===== src/rtl/mc_ctrl_pkg.sv =====
// mc_ctrl_pkg: shared types and constants for the multicycle MIPS control unit.
//   mc_state_e  - 5-bit FSM state encoding (also exported on state_o)
//   Alu*        - ALU operation codes driven on ALUOP
//   Op*/Fn*     - recognised opcode and funct values
//   decode_next - DECODE-state dispatch from {opcode, funct} to the first execute state
package mc_ctrl_pkg;

  typedef enum logic [4:0] {
    StIdle     = 5'd0,
    StFetch    = 5'd1,
    StDecode   = 5'd2,
    StMemAddr  = 5'd3,
    StMemRead  = 5'd4,
    StMemWb    = 5'd5,
    StMemWrite = 5'd6,
    StExecute  = 5'd7,
    StAluWb    = 5'd8,
    StBranch   = 5'd9,
    StImmExec  = 5'd10,
    StImmWb    = 5'd11,
    StJump     = 5'd12,
    StJr       = 5'd13,
    StJalWb    = 5'd14,
    StJalJump  = 5'd15,
    StTrap     = 5'd16
  } mc_state_e;

  localparam logic [2:0] AluAdd  = 3'd0;
  localparam logic [2:0] AluSub  = 3'd1;
  localparam logic [2:0] AluXor  = 3'd2;
  localparam logic [2:0] AluSlt  = 3'd3;
  localparam logic [2:0] AluAnd  = 3'd4;
  localparam logic [2:0] AluNand = 3'd5;
  localparam logic [2:0] AluNor  = 3'd6;
  localparam logic [2:0] AluOr   = 3'd7;

  localparam logic [5:0] OpRtype = 6'h00;
  localparam logic [5:0] OpJ     = 6'h02;
  localparam logic [5:0] OpJal   = 6'h03;
  localparam logic [5:0] OpBeq   = 6'h04;
  localparam logic [5:0] OpBne   = 6'h05;
  localparam logic [5:0] OpAddi  = 6'h08;
  localparam logic [5:0] OpSlti  = 6'h0A;
  localparam logic [5:0] OpAndi  = 6'h0C;
  localparam logic [5:0] OpOri   = 6'h0D;
  localparam logic [5:0] OpXori  = 6'h0E;
  localparam logic [5:0] OpLw    = 6'h23;
  localparam logic [5:0] OpSw    = 6'h2B;

  localparam logic [5:0] FnJr  = 6'h08;
  localparam logic [5:0] FnAdd = 6'h20;
  localparam logic [5:0] FnSub = 6'h22;
  localparam logic [5:0] FnAnd = 6'h24;
  localparam logic [5:0] FnOr  = 6'h25;
  localparam logic [5:0] FnXor = 6'h26;
  localparam logic [5:0] FnNor = 6'h27;
  localparam logic [5:0] FnSlt = 6'h2A;

  function automatic logic is_rtype_alu(logic [5:0] fn);
    case (fn)
      FnAdd, FnSub, FnAnd, FnOr, FnXor, FnNor, FnSlt: return 1'b1;
      default:                                        return 1'b0;
    endcase
  endfunction

  function automatic mc_state_e decode_next(logic [5:0] op, logic [5:0] fn);
    mc_state_e nxt;
    case (op)
      OpLw, OpSw:                          nxt = StMemAddr;
      OpRtype: begin
        if (is_rtype_alu(fn))              nxt = StExecute;
        else if (fn == FnJr)               nxt = StJr;
        else                               nxt = StTrap;
      end
      OpBeq, OpBne:                        nxt = StBranch;
      OpAddi, OpSlti, OpAndi, OpOri, OpXori: nxt = StImmExec;
      OpJ:                                 nxt = StJump;
      OpJal:                               nxt = StJalWb;
      default:                             nxt = StTrap;
    endcase
    return nxt;
  endfunction

endpackage


===== src/rtl/mc_control_fsm_alu_decode.sv =====
// mc_alu_decode: combinational ALU operation select for the multicycle control unit.
//   state  in  current FSM state
//   opcode in  instruction opcode (selects immediate ALU ops)
//   funct  in  instruction funct (selects R-type ALU ops)
//   aluop  out ALU operation; ADD unless the state needs something else
module mc_alu_decode
  import mc_ctrl_pkg::*;
#(
  parameter int unsigned OP_W    = 6,
  parameter int unsigned FUNCT_W = 6,
  parameter int unsigned ALUOP_W = 3
) (
  input  mc_state_e            state,
  input  logic [OP_W-1:0]      opcode,
  input  logic [FUNCT_W-1:0]   funct,
  output logic [ALUOP_W-1:0]   aluop
);

  logic [5:0] op6;
  logic [5:0] fn6;
  logic [2:0] alu;

  assign op6 = 6'(opcode);
  assign fn6 = 6'(funct);

  always_comb begin
    alu = AluAdd;
    case (state)
      // ALU_WB keeps the EXECUTE operation so the result stays stable during writeback.
      StExecute, StAluWb: begin
        case (fn6)
          FnSub:   alu = AluSub;
          FnAnd:   alu = AluAnd;
          FnOr:    alu = AluOr;
          FnXor:   alu = AluXor;
          FnNor:   alu = AluNor;
          FnSlt:   alu = AluSlt;
          default: alu = AluAdd;
        endcase
      end
      StBranch: alu = AluSub;
      StImmExec: begin
        case (op6)
          OpSlti:  alu = AluSlt;
          OpAndi:  alu = AluAnd;
          OpOri:   alu = AluOr;
          OpXori:  alu = AluXor;
          default: alu = AluAdd;
        endcase
      end
      default: alu = AluAdd;
    endcase
  end

  assign aluop = ALUOP_W'(alu);

endmodule


===== src/rtl/mc_control_fsm.sv =====
// mc_control_fsm: multicycle MIPS control unit (fetch/decode/execute/memory/writeback).
//   clk, reset_n        clock; synchronous active-low reset to IDLE
//   opcode, funct       instruction fields from the instruction register
//   mem_ready           memory handshake, honoured only when FSM_MEM_WAIT_EN is defined
//   PCWE..BEQSel        single-bit datapath controls
//   ALUOP               ALU operation
//   RegDest, MemToReg, ALUSrcB, PCSrc  2-bit mux selects
//   instr_done          pulse in the last state of each instruction
//   illegal             high while trapped on an unknown instruction
//   state_o             current state for debug
// Build option FSM_MEM_WAIT_EN: FETCH, MEM_READ and MEM_WRITE stall until mem_ready, with their
// memory-side enables gated by it. Without it mem_ready is ignored.
module mc_control_fsm
  import mc_ctrl_pkg::*;
#(
  parameter int unsigned OP_W    = 6,
  parameter int unsigned FUNCT_W = 6,
  parameter int unsigned ALUOP_W = 3
) (
  input  logic               clk,
  input  logic               reset_n,
  input  logic [OP_W-1:0]    opcode,
  input  logic [FUNCT_W-1:0] funct,
  input  logic               mem_ready,
  output logic               PCWE,
  output logic               IorD,
  output logic               MemWE,
  output logic               IRWrite,
  output logic               RegSr,
  output logic               RegWE,
  output logic               ALUSrcA,
  output logic               Branch,
  output logic               BEQSel,
  output logic [ALUOP_W-1:0] ALUOP,
  output logic [1:0]         RegDest,
  output logic [1:0]         MemToReg,
  output logic [1:0]         ALUSrcB,
  output logic [1:0]         PCSrc,
  output logic               instr_done,
  output logic               illegal,
  output logic [4:0]         state_o
);

  mc_state_e  state_q, state_d;
  logic       mem_ok;
  logic [5:0] op6;
  logic [5:0] fn6;

  assign op6 = 6'(opcode);
  assign fn6 = 6'(funct);

`ifdef FSM_MEM_WAIT_EN
  assign mem_ok = mem_ready;
`else
  logic unused_mem_ready;
  assign unused_mem_ready = mem_ready;
  assign mem_ok = 1'b1;
`endif

  always_ff @(posedge clk) begin
    if (!reset_n) begin
      state_q <= StIdle;
    end else begin
      state_q <= state_d;
    end
  end

  always_comb begin
    state_d = StIdle;
    case (state_q)
      StIdle:     state_d = StFetch;
      StFetch:    state_d = mem_ok ? StDecode : StFetch;
      StDecode:   state_d = decode_next(op6, fn6);
      StMemAddr:  state_d = (op6 == OpLw) ? StMemRead : StMemWrite;
      StMemRead:  state_d = mem_ok ? StMemWb : StMemRead;
      StMemWb:    state_d = StFetch;
      StMemWrite: state_d = mem_ok ? StFetch : StMemWrite;
      StExecute:  state_d = StAluWb;
      StAluWb:    state_d = StFetch;
      StBranch:   state_d = StFetch;
      StImmExec:  state_d = StImmWb;
      StImmWb:    state_d = StFetch;
      StJump:     state_d = StFetch;
      StJr:       state_d = StFetch;
      StJalWb:    state_d = StJalJump;
      StJalJump:  state_d = StFetch;
      StTrap:     state_d = StTrap;
      default:    state_d = StIdle;  // unused encodings recover through IDLE
    endcase
  end

  mc_alu_decode #(
    .OP_W    (OP_W),
    .FUNCT_W (FUNCT_W),
    .ALUOP_W (ALUOP_W)
  ) u_alu_decode (
    .state  (state_q),
    .opcode (opcode),
    .funct  (funct),
    .aluop  (ALUOP)
  );

  always_comb begin
    PCWE       = 1'b0;
    IorD       = 1'b0;
    MemWE      = 1'b0;
    IRWrite    = 1'b0;
    RegSr      = 1'b1;
    RegWE      = 1'b0;
    ALUSrcA    = 1'b0;
    Branch     = 1'b0;
    BEQSel     = 1'b0;
    RegDest    = 2'd0;
    MemToReg   = 2'd0;
    ALUSrcB    = 2'd0;
    PCSrc      = 2'd0;
    instr_done = 1'b0;
    illegal    = 1'b0;
    case (state_q)
      StFetch: begin
        PCWE    = mem_ok;
        IRWrite = mem_ok;
        ALUSrcB = 2'd1;
      end
      StDecode: ALUSrcB = 2'd3;
      StMemAddr: begin
        ALUSrcA = 1'b1;
        ALUSrcB = 2'd2;
      end
      StMemRead: IorD = 1'b1;
      StMemWb: begin
        MemToReg   = 2'd1;
        RegWE      = 1'b1;
        instr_done = 1'b1;
      end
      StMemWrite: begin
        IorD       = 1'b1;
        MemWE      = mem_ok;
        instr_done = mem_ok;
      end
      StExecute: ALUSrcA = 1'b1;
      StAluWb: begin
        RegDest    = 2'd1;
        RegWE      = 1'b1;
        instr_done = 1'b1;
      end
      StBranch: begin
        ALUSrcA    = 1'b1;
        PCSrc      = 2'd1;
        Branch     = 1'b1;
        BEQSel     = (op6 == OpBne);
        instr_done = 1'b1;
      end
      StImmExec: begin
        ALUSrcA = 1'b1;
        ALUSrcB = 2'd2;
      end
      StImmWb: begin
        RegWE      = 1'b1;
        instr_done = 1'b1;
      end
      StJump, StJalJump: begin
        PCWE       = 1'b1;
        PCSrc      = 2'd2;
        instr_done = 1'b1;
      end
      StJr: begin
        PCWE       = 1'b1;
        PCSrc      = 2'd3;
        RegSr      = 1'b0;
        instr_done = 1'b1;
      end
      StJalWb: begin
        RegDest  = 2'd2;
        MemToReg = 2'd2;
        RegWE    = 1'b1;
      end
      StTrap: illegal = 1'b1;
      default: ;
    endcase
  end

  assign state_o = state_q;

endmodule

===== config.mk =====
export PLATFORM = sky130hd
export DESIGN_NAME = mc_control_fsm
export DESIGN_NICKNAME = d
export VERILOG_FILES = /design/src/rtl/mc_ctrl_pkg.sv /design/src/rtl/mc_control_fsm_alu_decode.sv /design/src/rtl/mc_control_fsm.sv
export SDC_FILE = /design/constraint.sdc
export NUM_CORES = 1
export LEC_CHECK = 0
export CAP_MARGIN = 20
export CORE_ASPECT_RATIO = 1.5
export CORE_UTILIZATION = 43
export CTS_CLUSTER_DIAMETER = 150
export CTS_CLUSTER_SIZE = 8
export DETAILED_ROUTE_END_ITERATION = 7
export PLACE_DENSITY = 0.82
export SLEW_MARGIN = 20
export SYNTH_ARGS = -nofsm -noshare
export SYNTH_HDL_FRONTEND = slang
export SYNTH_SLANG_ARGS = --single-unit

===== constraint.sdc =====
create_clock -name clk -period 4.15 [get_ports clk]
set_input_delay 0.83 -clock clk [delete_from_list [all_inputs] [get_ports clk]]
set_output_delay 0.83 -clock clk [all_outputs]
set_load 0.005 [all_outputs]

==> results.md, run 1 <==
- Worst Skew: 0.00692 ns
- DRT iter0 DRCs: 27
- RSZ-0062 raised after global routing: false
- Max reg flops: 5
- Share of cells above drive strength 1: 0.0640
- Critical Path AT: 2.57 ns
- DRT Pass-1 Iters: 4
- Die ar.: 0.00219 mm^2
- Post-Route WL: 2620 um
- Min setup slack post-route: 0.748 ns
- CTS root buf: clkbuf_4
- R2r endpoint: state_o[2]$_SDFF_PN0_
- Pwr per Cell Area: 214 mW/mm^2
- Tcrit/Tclk final: 0.820
- GRT Util Overall: 0.267
- Post-CTS Hold Buffers: 0
- Startpoint class of the critical path: input port
- Vias per inst: 5.87
- Fill count: 187
- Routed length per instance: 13.6 um
- Worst setup EP type: output port
- Yosys cell types: 41
- Core Rows: 19
- Syn Inst Count: 137
- Relative slew slack: 0.611
- Area leader, netlist: dfxtp_1
- Clock sink total: 5
- CP Data Required Time: 3.32 ns
- Detailed-route via count: 1132
- Storage cell area: 100 um^2
- Pins over their slew limit: 0
- Reg clk slew, reported paths: 0.04 ns
- Die span in x: 38.6 um
- First-pass GRT wire length: 4370 um
- Pint: 0.168 mW
- Max incr delay on CP: 0.53 ns
- # diodes: 0
- Max-cap violations: 0
- Synthesized flop and latch total: 5
- Commonest cells post-synth: 15 x nor2_1, 11 x nand2b_1, 10 x nand2_1
- Hold/Removal Path Class: reg -> reg
- Hold WS: 0.716 ns
- Status: completed
- CTS-repair resized insts: 0
- Fmax: 294 MHz
- Buf/Inv on CP: 2
- Hold Path Cell Cnt: 2
- CP max FO: 3
- Delay-heaviest family, CP: buffers and inverters
- Min Clock Period, post-route: 3.40 ns
- Post-detail-place hpwl: 2030 um
- Sequential Power Share: 0.288
- Syn Nets: 152
- P&R area growth vs syn: 47.6%
- Hold_sp: state_o[4]$_SDFF_PN0_
- Maximum vdd drop: 0.167 mV
- Clock share of power: 0.216
- Later-pin clock latency in the skew report: 0.25 ns
- Port Buffers: 40
- Chip height: 56.8 um
- R2r startpoint: state_o[1]$_SDFF_PN0_
- TritonCTS clock tree: built
- Number of top-level pins: 42
- Worst Tran Pin Value: 0.583 ns
- Final setup violation count: 0
- H-tree depth: 1
- Core box area: 0.00185 mm^2
- Final #Nets: 188
- Placer Congestion: 0.770
- Sw Share: 0.384
- Leak Pwr: 0.421 nW
- Ys flop type: dfxtp_1
- Postcts setup bufs: 0
- Initial Util: 0.465
- Overall Power: 0.272 mW
- Slowest CP cell: clkdlybuf4s50_1
- Setup TNS: 0 ns
- Yosys warns: 0
- Async SR Flop Fraction: 0
- Net Switching: 0.105 mW
- Clk buf depth: 2
- Part of the power in combinational logic: 0.496
- Total grt overflow: 0
- Dominant cells by area after synthesis: dfxtp_1 12%, nand2b_1 8.0%, nor2_1 6.5%
- Pre-CTS WS: 0.744 ns
- Count leader, synth: nor2_1
- Synthesized area per cell: 6.29 um^2
- Cell Chain, Critical Path: clkdlybuf4s50_1, nand2b_1, or3_1, nand2b_1, o211ai_1, clkdlybuf4s50_1
- Largest net degree at the start of global routing: 19
- Worst hold path endpoint: state_o[4]$_SDFF_PN0_
- Multi-input logic area: 689 um^2
- Reg2reg setup slack: 2.08 ns
- Post-synth EDFFs: 0
- Post-DRT Antenna Nets: 0
- TritonCTS Buffers: 3
- Worst r2r path cells: 4
- Fin. Hold Viols: 0
- Initial antenna violation count: 0
- Synth top area share: 0.116
- WS Path Type: in -> out
- Vias in the first global route: 1069
- Mapped Area: 862 um^2
- Sequential area share after synthesis: 0.116
- Remaining DRCs: 0
## layout make-up
| cell class | count | share of cell area |
|---|---|---|
| Multi-Input combinational cell | 115 | 0.542 |
| Timing Repair Buffer | 40 | 0.315 |
| Sequential cell | 5 | 0.0787 |
| Inverter | 8 | 0.0236 |
| Clock buffer | 4 | 0.0206 |
| Tap cell | 21 | 0.0206 |
## cell families after synthesis
logic type,Yosys count,synth area share
mux,4,0.0493
flops,5,0.116
buf+inv,17,0.0842
simple gates,72,0.459
compound gates,39,0.292
## power groups by stage
stage	clock (mW)	combinational, mW	sequential [mW]
after floorplan	0	0.0877	0.0609
final	0.0588	0.135	0.0785
after global routing	0.0598	0.149	0.0811
after global placement	0	0.132	0.0780
after CTS	0.0574	0.135	0.0777
after detailed placement	0	0.134	0.0787
## worst reg2reg max path, delay by kind of cell, from the launching register on
kind             cells  cell delay [ns]
flip-flops           1             0.68
AO/OA/AOI/OAI        1             0.24
AND/OR/NAND/NOR      3             1.06
## per-stage QoR
stage | utilization | cells | instance area, um^2
after floorplan | - | 137 | 862
after global placement | 0.672 | 189 | 1250
after detailed placement | 0.672 | 189 | 1250
after CTS | 0.686 | 193 | 1270
after global routing | 0.686 | 193 | 1270
final | 0.686 | 193 | 1270
## layer usage
metal,wire [um],up-vias,track usage
met3,67,5,0.0277
met4,41,0,0.108
met2,1460,32,0.502
li1,-,571,-
met1,1060,524,0.273
met5,0,-,0
## placed cells by master (no fill, tap or decap), drive strengths merged, types with 2 or more instances in the layout
cell type | synthesis | final
clkdlybuf4s50 | 0 | 40
nor2 | 16 | 16
nand2b | 11 | 11
nand2 | 10 | 10
a21oi | 9 | 9
inv | 8 | 8
o21ai | 8 | 8
nor2b | 7 | 7
nand3 | 6 | 6
nor3 | 5 | 5
dfxtp | 5 | 5
o22ai | 4 | 4
a31oi | 4 | 4
nor4 | 4 | 4
clkbuf | 5 | 4
nor3b | 3 | 3
or3 | 3 | 3
nand4 | 2 | 2
a32oi | 2 | 2
mux2i | 2 | 2
a211oi | 2 | 2
or2 | 2 | 2
mux2 | 2 | 2
## how the worst max path moves through the flow
stage,depth (start not counted),slack (ns),from,end
floorplan,4,1.79,funct[4],ALUOP[0]
global placement,6,0.79,funct[0],ALUOP[1]
detailed placement,5,0.74,opcode[1],ALUOP[0]
CTS,5,0.74,opcode[2],ALUOP[0]
global route,5,0.62,opcode[2],ALUOP[0]
finish,6,0.75,funct[4],ALUOP[0]
Note: power is estimated with default switching activity, not from simulation.
==> run 2: changes to the inputs <==
--- a/config.mk
+++ b/config.mk
@@ -7,11 +7,11 @@
 export LEC_CHECK = 0
 export CAP_MARGIN = 20
 export CORE_ASPECT_RATIO = 1.5
-export CORE_UTILIZATION = 43
+export CORE_UTILIZATION = 40
 export CTS_CLUSTER_DIAMETER = 150
 export CTS_CLUSTER_SIZE = 8
 export DETAILED_ROUTE_END_ITERATION = 7
-export PLACE_DENSITY = 0.82
+export PLACE_DENSITY = 0.77
 export SLEW_MARGIN = 20
 export SYNTH_ARGS = -nofsm -noshare
 export SYNTH_HDL_FRONTEND = slang
==> constraint.sdc (replaced) <==
create_clock -name clk -period 3.3 [get_ports clk]
set_input_delay 0.66 -clock clk [delete_from_list [all_inputs] [get_ports clk]]
set_output_delay 0.66 -clock clk [all_outputs]
set_load 0.005 [all_outputs]
==> run 2 against run 1 <==
Utilization decreased by 3.9 points. Register-to-register slack worse by 0.88 ns. Clock power increased by 23%. Worst setup slack got worse by 0.50 ns. Flip-flop and latch count is the same. Die area is 7.2% higher. Power increased by 28%. Global-route usage is 0.24 points lower. Critical path type unchanged. Critical endpoint is now ALUOP[1]. Largest cell class unchanged. Highest routed layer unchanged.
==> results.md, run 2 (synthesis results as in run 1) <==
- Setup TNS: 0 ns (unchanged)
- Core Rows: 20 (+1)
- Max-cap violations: 0 (unchanged)
- Maximum vdd drop: 0.191 mV (+14%)
- Final instance area: 0.00131 mm^2 (+3.0%)
- Port Buffers: 40 (unchanged)
- Pwr per Cell Area: 266 mW/mm^2 (+24%)
- Placed inst area: 0.00128 mm^2 (+3.1%)
- GRT Util Overall: 0.265 (-0.00241)
- Share of cells above drive strength 1: 0.0904 (+0.0264)
- CTS root buf: clkbuf_4
- Min Clock Period, post-route: 3.05 ns
- Routed length per instance: 13.5 um (-0.80%)
- P&R area growth vs syn: 52.1%
- Tcrit/Tclk final: 0.925
- Final #Nets: 193 (+2.7%)
- Initial Util: 0.425 (-0.0396)
- First-pass GRT wire length: 4460 um (+1.9%)
- TritonCTS Buffers: 3 (unchanged)
- Worst setup EP type: output port
- Detailed-route via count: 1161 (+2.6%)
- Reg clk slew, reported paths: 0.04 ns (about the same)
- Vias per inst: 5.83 (-0.53%)
- TritonCTS clock tree: built
- Part of the power in combinational logic: 0.543 (+0.047)
- Clk buf depth: 2 (unchanged)
- Min setup slack post-route: 0.247 ns (-0.501 ns)
- CP Data Required Time: 2.64 ns (-0.68 ns)
- Leading cell type in the layout, fill and taps excluded: clkdlybuf4s50_1
- Worst Skew: 0.000238 ns (-0.00668 ns)
- Number of top-level pins: 42 (unchanged)
- Clock sink total: 5 (unchanged)
- Pins over their slew limit: 0 (unchanged)
- Chip height: 58.9 um (+3.6%)
- Vias in the first global route: 1041 (-2.6%)
- CTS-repair resized insts: 0 (unchanged)
- H-tree depth: 1 (unchanged)
- WS Path Type: in -> out
- Postcts setup bufs: 0 (unchanged)
- Most frequent cells in the layout: 40 x clkdlybuf4s50_1, 15 x nor2_1, 11 x nand2b_1, 10 x nand2_1, 9 x a21oi_1
- Initial antenna violation count: 0 (unchanged)
- Status: completed
- Final setup violation count: 0 (unchanged)
- RSZ-0062 raised after global routing: false
- Startpoint class of the critical path: input port
- Die span in x: 39.9 um (+3.5%)
- Placer Congestion: 0.867 (+13%)
- Overall Power: 0.349 mW (+28%)
- Hold/Removal Path Class: reg -> reg
- Max reg flops: 5 (unchanged)
- Hold WS: 0.654 ns (-0.0619 ns)
- Post-CTS Hold Buffers: 0 (unchanged)
- Leak Pwr: 0.447 nW (+6.1%)
- Core box area: 0.00203 mm^2 (+9.3%)
- CP max FO: 3 (unchanged)
- DRT Pass-1 Iters: 4 (unchanged)
- Post-DRT Antenna Nets: 0 (unchanged)
- Clock share of power: 0.206 (-0.010)
- Sequential Power Share: 0.251 (-0.037)
- Fmax: 328 MHz
- Net Switching: 0.132 mW (+26%)
- Worst Tran Pin Value: 0.559 ns (-0.0239 ns)
- Fin. Hold Viols: 0 (unchanged)
- Remaining DRCs: 0 (unchanged)
- Post-Route WL: 2680 um (+2.3%)
- Total grt overflow: 0 (unchanged)
- # diodes: 0 (unchanged)
- Pint: 0.217 mW (+30%)
- Die ar.: 0.00235 mm^2 (+7.2%)
- Sw Share: 0.378 (-0.00608)
- Pre-CTS WS: 0.250 ns (-0.494 ns)
- Largest net degree at the start of global routing: 19 (unchanged)
- Critical Path AT: 2.39 ns (-0.18 ns)
- Relative slew slack: 0.627 (+0.0159)
- Later-pin clock latency in the skew report: 0.24 ns (about the same)
- DRT iter0 DRCs: 34 (+26%)
- Post-detail-place hpwl: 2110 um (+4.1%)
-- run 2: changes by cell type in the layout (fill, tap and decap cells not counted), sizes merged --
cell,before,now
buf,0,5
-- run 2: critical path, cell delays in order --
cell and delay [ns]:
clkdlybuf4s50_1 0.50, nor3b_1 0.32, o21ai_0 0.14, a21o_1 0.18, o21ai_0 0.06, clkdlybuf4s50_1 0.52
-- run 2: worst paths after layout --
path / start / to / slack [ns] / cells after the start
setup / recovery: funct[3] / ALUOP[1] / 0.25 / 6
hold / removal: state_o[3]$_SDFF_PN0_ / state_o[2]$_SDFF_PN0_ / 0.65 / 3
setup reg to reg: state_o[1]$_SDFF_PN0_ / state_o[2]$_SDFF_PN0_ / 1.20 / 4
hold reg to reg: state_o[3]$_SDFF_PN0_ / state_o[2]$_SDFF_PN0_ / 0.65 / 3
-- run 2: through the flow --
stage / cells / utilization
2_1_floorplan: 137 / -
3_3_place_gp: 195 / 0.634
3_5_place_dp: 195 / 0.634
4_1_cts: 199 / 0.647
5_1_grt: 199 / 0.647
6_report: 199 / 0.647
-- run 2: area by class of cell --
class                           count  area (um^2)
Clock buffer                        4         26.3
Fill cell                         201          716
Inverter                            8         30.0
Multi-Input combinational cell    115          689
Sequential cell                     5          100
Tap cell                           22         27.5
Timing Repair Buffer               45          438
-- run 2: power groups by stage --
stage | clock (mW) | combinational [mW] | sequential [mW]
floorplan | 0 | 0.110 | 0.0766
global placement | 0 | 0.184 | 0.0876
detailed placement | 0 | 0.189 | 0.0884
CTS | 0.0718 | 0.190 | 0.0874
global route | 0.0743 | 0.211 | 0.0897
finish | 0.0721 | 0.190 | 0.0876
-- run 2: layer usage --
| metal | vias to the layer above | part of all wire | GRT usage |
|---|---|---|---|
| met5 | - | 0 | 0 |
| met4 | 0 | 0.022 | 0.118 |
| met3 | 7 | 0.050 | 0.0113 |
| met2 | 56 | 0.55 | 0.479 |
| met1 | 517 | 0.38 | 0.296 |
| li1 | 581 | - | - |
==> run 3: changes to the inputs <==
==> constraint.sdc (replaced) <==
create_clock -name clk -period 3.1 [get_ports clk]
set_input_delay 0.62 -clock clk [delete_from_list [all_inputs] [get_ports clk]]
set_output_delay 0.62 -clock clk [all_outputs]
set_load 0.005 [all_outputs]
==> run 3 against run 2 <==
Global-route usage fell by 0.90 points. Power rose by 9.3%. Via count rose by 1.0%.
==> results.md, run 3 (synthesis results as in run 1) <==
- Status: completed
- Postcts setup bufs: 0 (unchanged)
- DRT Pass-1 Iters: 4 (unchanged)
- First-pass GRT wire length: 4310 um (-3.3%)
- Post-route insts no fill: 204 (+2.5%)
- Total grt overflow: 0 (unchanged)
- TritonCTS Buffers: 3 (unchanged)
- Largest net degree at the start of global routing: 15 (-4)
- Leak Pwr: 0.472 nW (+5.6%)
- Min setup slack post-route: 0.141 ns (-0.106 ns)
- RSZ-0062 raised after global routing: false
- Remaining DRCs: 0 (unchanged)
- Hold Path Cell Cnt: 2 (-1)
- Relative slew slack: 0.700 (+0.0730)
- Vias per inst: 5.75 (-1.4%)
- Detailed-route via count: 1173 (+1.0%)
- H-tree depth: 1 (unchanged)
- Initial antenna violation count: 0 (unchanged)
- Vias in the first global route: 1053 (+1.2%)
- Max-cap violations: 0 (unchanged)
- Post-Route WL: 2740 um (+2.0%)
- Clk buf depth: 2 (unchanged)
- Die ar.: 0.00235 mm^2 (unchanged)
- Final instance area: 0.00135 mm^2 (+3.1%)
- Placer Congestion: 0.924 (+6.6%)
- Critical Path AT: 2.34 ns (-0.05 ns)
- Worst setup EP type: output port
- Final Core Density: 0.667 (+0.0198)
- Tcrit/Tclk final: 0.955
- Routed length per instance: 13.4 um (-0.49%)
- Pwr per Cell Area: 283 mW/mm^2 (+6.1%)
- Fill count: 189 (-6.0%)
- Pre-CTS WS: 0.161 ns (-0.0889 ns)
- R2r startpoint: state_o[0]$_SDFF_PN0_
- Multi-input logic area: 692 um^2 (+0.36%)
- Worst Skew: 0.000833 ns (+0.000596 ns)
- Clock sink total: 5 (unchanged)
- Hold/Removal Path Class: reg -> reg
- DRT iter0 DRCs: 33 (-2.9%)
- R2r endpoint: state_o[2]$_SDFF_PN0_
- CP max FO: 3 (unchanged)
- Min Clock Period, post-route: 2.96 ns
- Reg2reg setup slack: 1.23 ns (+0.03 ns)
- Post-DRT Antenna Nets: 0 (unchanged)
- Later-pin clock latency in the skew report: 0.25 ns (about the same)
- Number of top-level pins: 42 (unchanged)
- Die span in x: 39.9 um (unchanged)
- Fmax: 338 MHz
- Worst hold path endpoint: state_o[4]$_SDFF_PN0_
- TritonCTS clock tree: built
- Setup TNS: 0 ns (unchanged)
- # diodes: 0 (unchanged)
- Hold_sp: state_o[4]$_SDFF_PN0_
- Hold WS: 0.700 ns (+0.0466 ns)
- Post-CTS Hold Buffers: 0 (unchanged)
- Maximum vdd drop: 0.193 mV (+0.59%)
- Share of cells above drive strength 1: 0.121 (+0.0305)
- Max reg flops: 5 (unchanged)
- Reg clk slew, reported paths: 0.04 ns (about the same)
- Core Rows: 20 (unchanged)
- Final setup violation count: 0 (unchanged)
- Post-detail-place hpwl: 2190 um (+3.7%)
- Pins over their slew limit: 0 (unchanged)
- Final #Nets: 198 (+2.6%)
- WS Path Type: in -> out
- Chip height: 58.9 um (unchanged)
- P&R area growth vs syn: 56.7%
- CTS root buf: clkbuf_4
- Core box area: 0.00203 mm^2 (unchanged)
- Placed inst area: 0.00132 mm^2 (+2.9%)
- CP Data Required Time: 2.48 ns (-0.16 ns)
- Most frequent cells in the layout: 40 x clkdlybuf4s50_1, 15 x nor2_1, 11 x nand2b_1, 10 x nand2_1, 10 x buf_4
- Fin. Hold Viols: 0 (unchanged)
- Worst r2r path cells: 5 (+1)
- Leading cell type in the layout, fill and taps excluded: clkdlybuf4s50_1
- Worst Tran Pin Value: 0.446 ns (-0.113 ns)
- DP Cell Count: 200 (+2.6%)
- Startpoint class of the critical path: input port
- Overall Power: 0.382 mW (+9.3%)
- Storage cell area: 100 um^2 (unchanged)
- GRT Util Overall: 0.256 (-0.00899)
- Initial Util: 0.425 (unchanged)
- Port Buffers: 40 (unchanged)
==> run 3: changes by cell type in the layout (fill, tap and decap cells not counted) <==
cell,before,now
buf_4,5,10
nor2b_1,7,6
nor2b_2,0,1
==> run 3: layout make-up <==
type,instances,share of cell area
flip-flops and latches,5,0.0741
clock buffers,4,0.0194
repair buffers,50,0.352
inverters,8,0.0222
multi-input cells,115,0.512
well taps,22,0.0204
==> run 3: repair_timing <==
item | in CTS | in global routing
gates resized for setup | 0 | 1
endpoints found under the setup margin | 0 | 1
endpoints found under the hold margin | 0 | 0
==> run 3: how the worst max path moves through the flow <==
stage | cells past startpoint | end | slack, ns | from
after CTS | 6 | ALUOP[0] | 0.14 | state_o[3]$_SDFF_PN0_
after detailed placement | 6 | ALUOP[0] | 0.16 | funct[4]
final | 6 | ALUOP[0] | 0.14 | funct[4]
after global routing | 6 | ALUOP[1] | 0.03 | state_o[3]$_SDFF_PN0_
after global placement | 6 | ALUOP[0] | 0.17 | funct[4]
after floorplan | 5 | ALUOP[0] | 1.13 | state_o[3]$_SDFF_PN0_
==> run 3: where the power goes <==
group	internal [mW]	switching, mW	total [mW]
logic	0.116	0.0990	0.215
registers	0.0722	0.0145	0.0868
clock network	0.0489	0.0312	0.0801
==> run 3: worst max-delay path, stage by stage <==
cell and delay (ns):
clkdlybuf4s50_1 0.41, nand2b_1 0.16, or3_1 0.36, nand2b_1 0.17
o211ai_1 0.09, clkdlybuf4s50_1 0.53
==> run 3: routing by layer <==
metal | wire length [um] | global-route usage | vias to the layer above
met5 | 0 | 0 | -
met4 | 76 | 0.138 | 0
met3 | 111 | 0.0151 | 7
met2 | 1520 | 0.475 | 45
met1 | 1030 | 0.260 | 534
li1 | - | - | 587
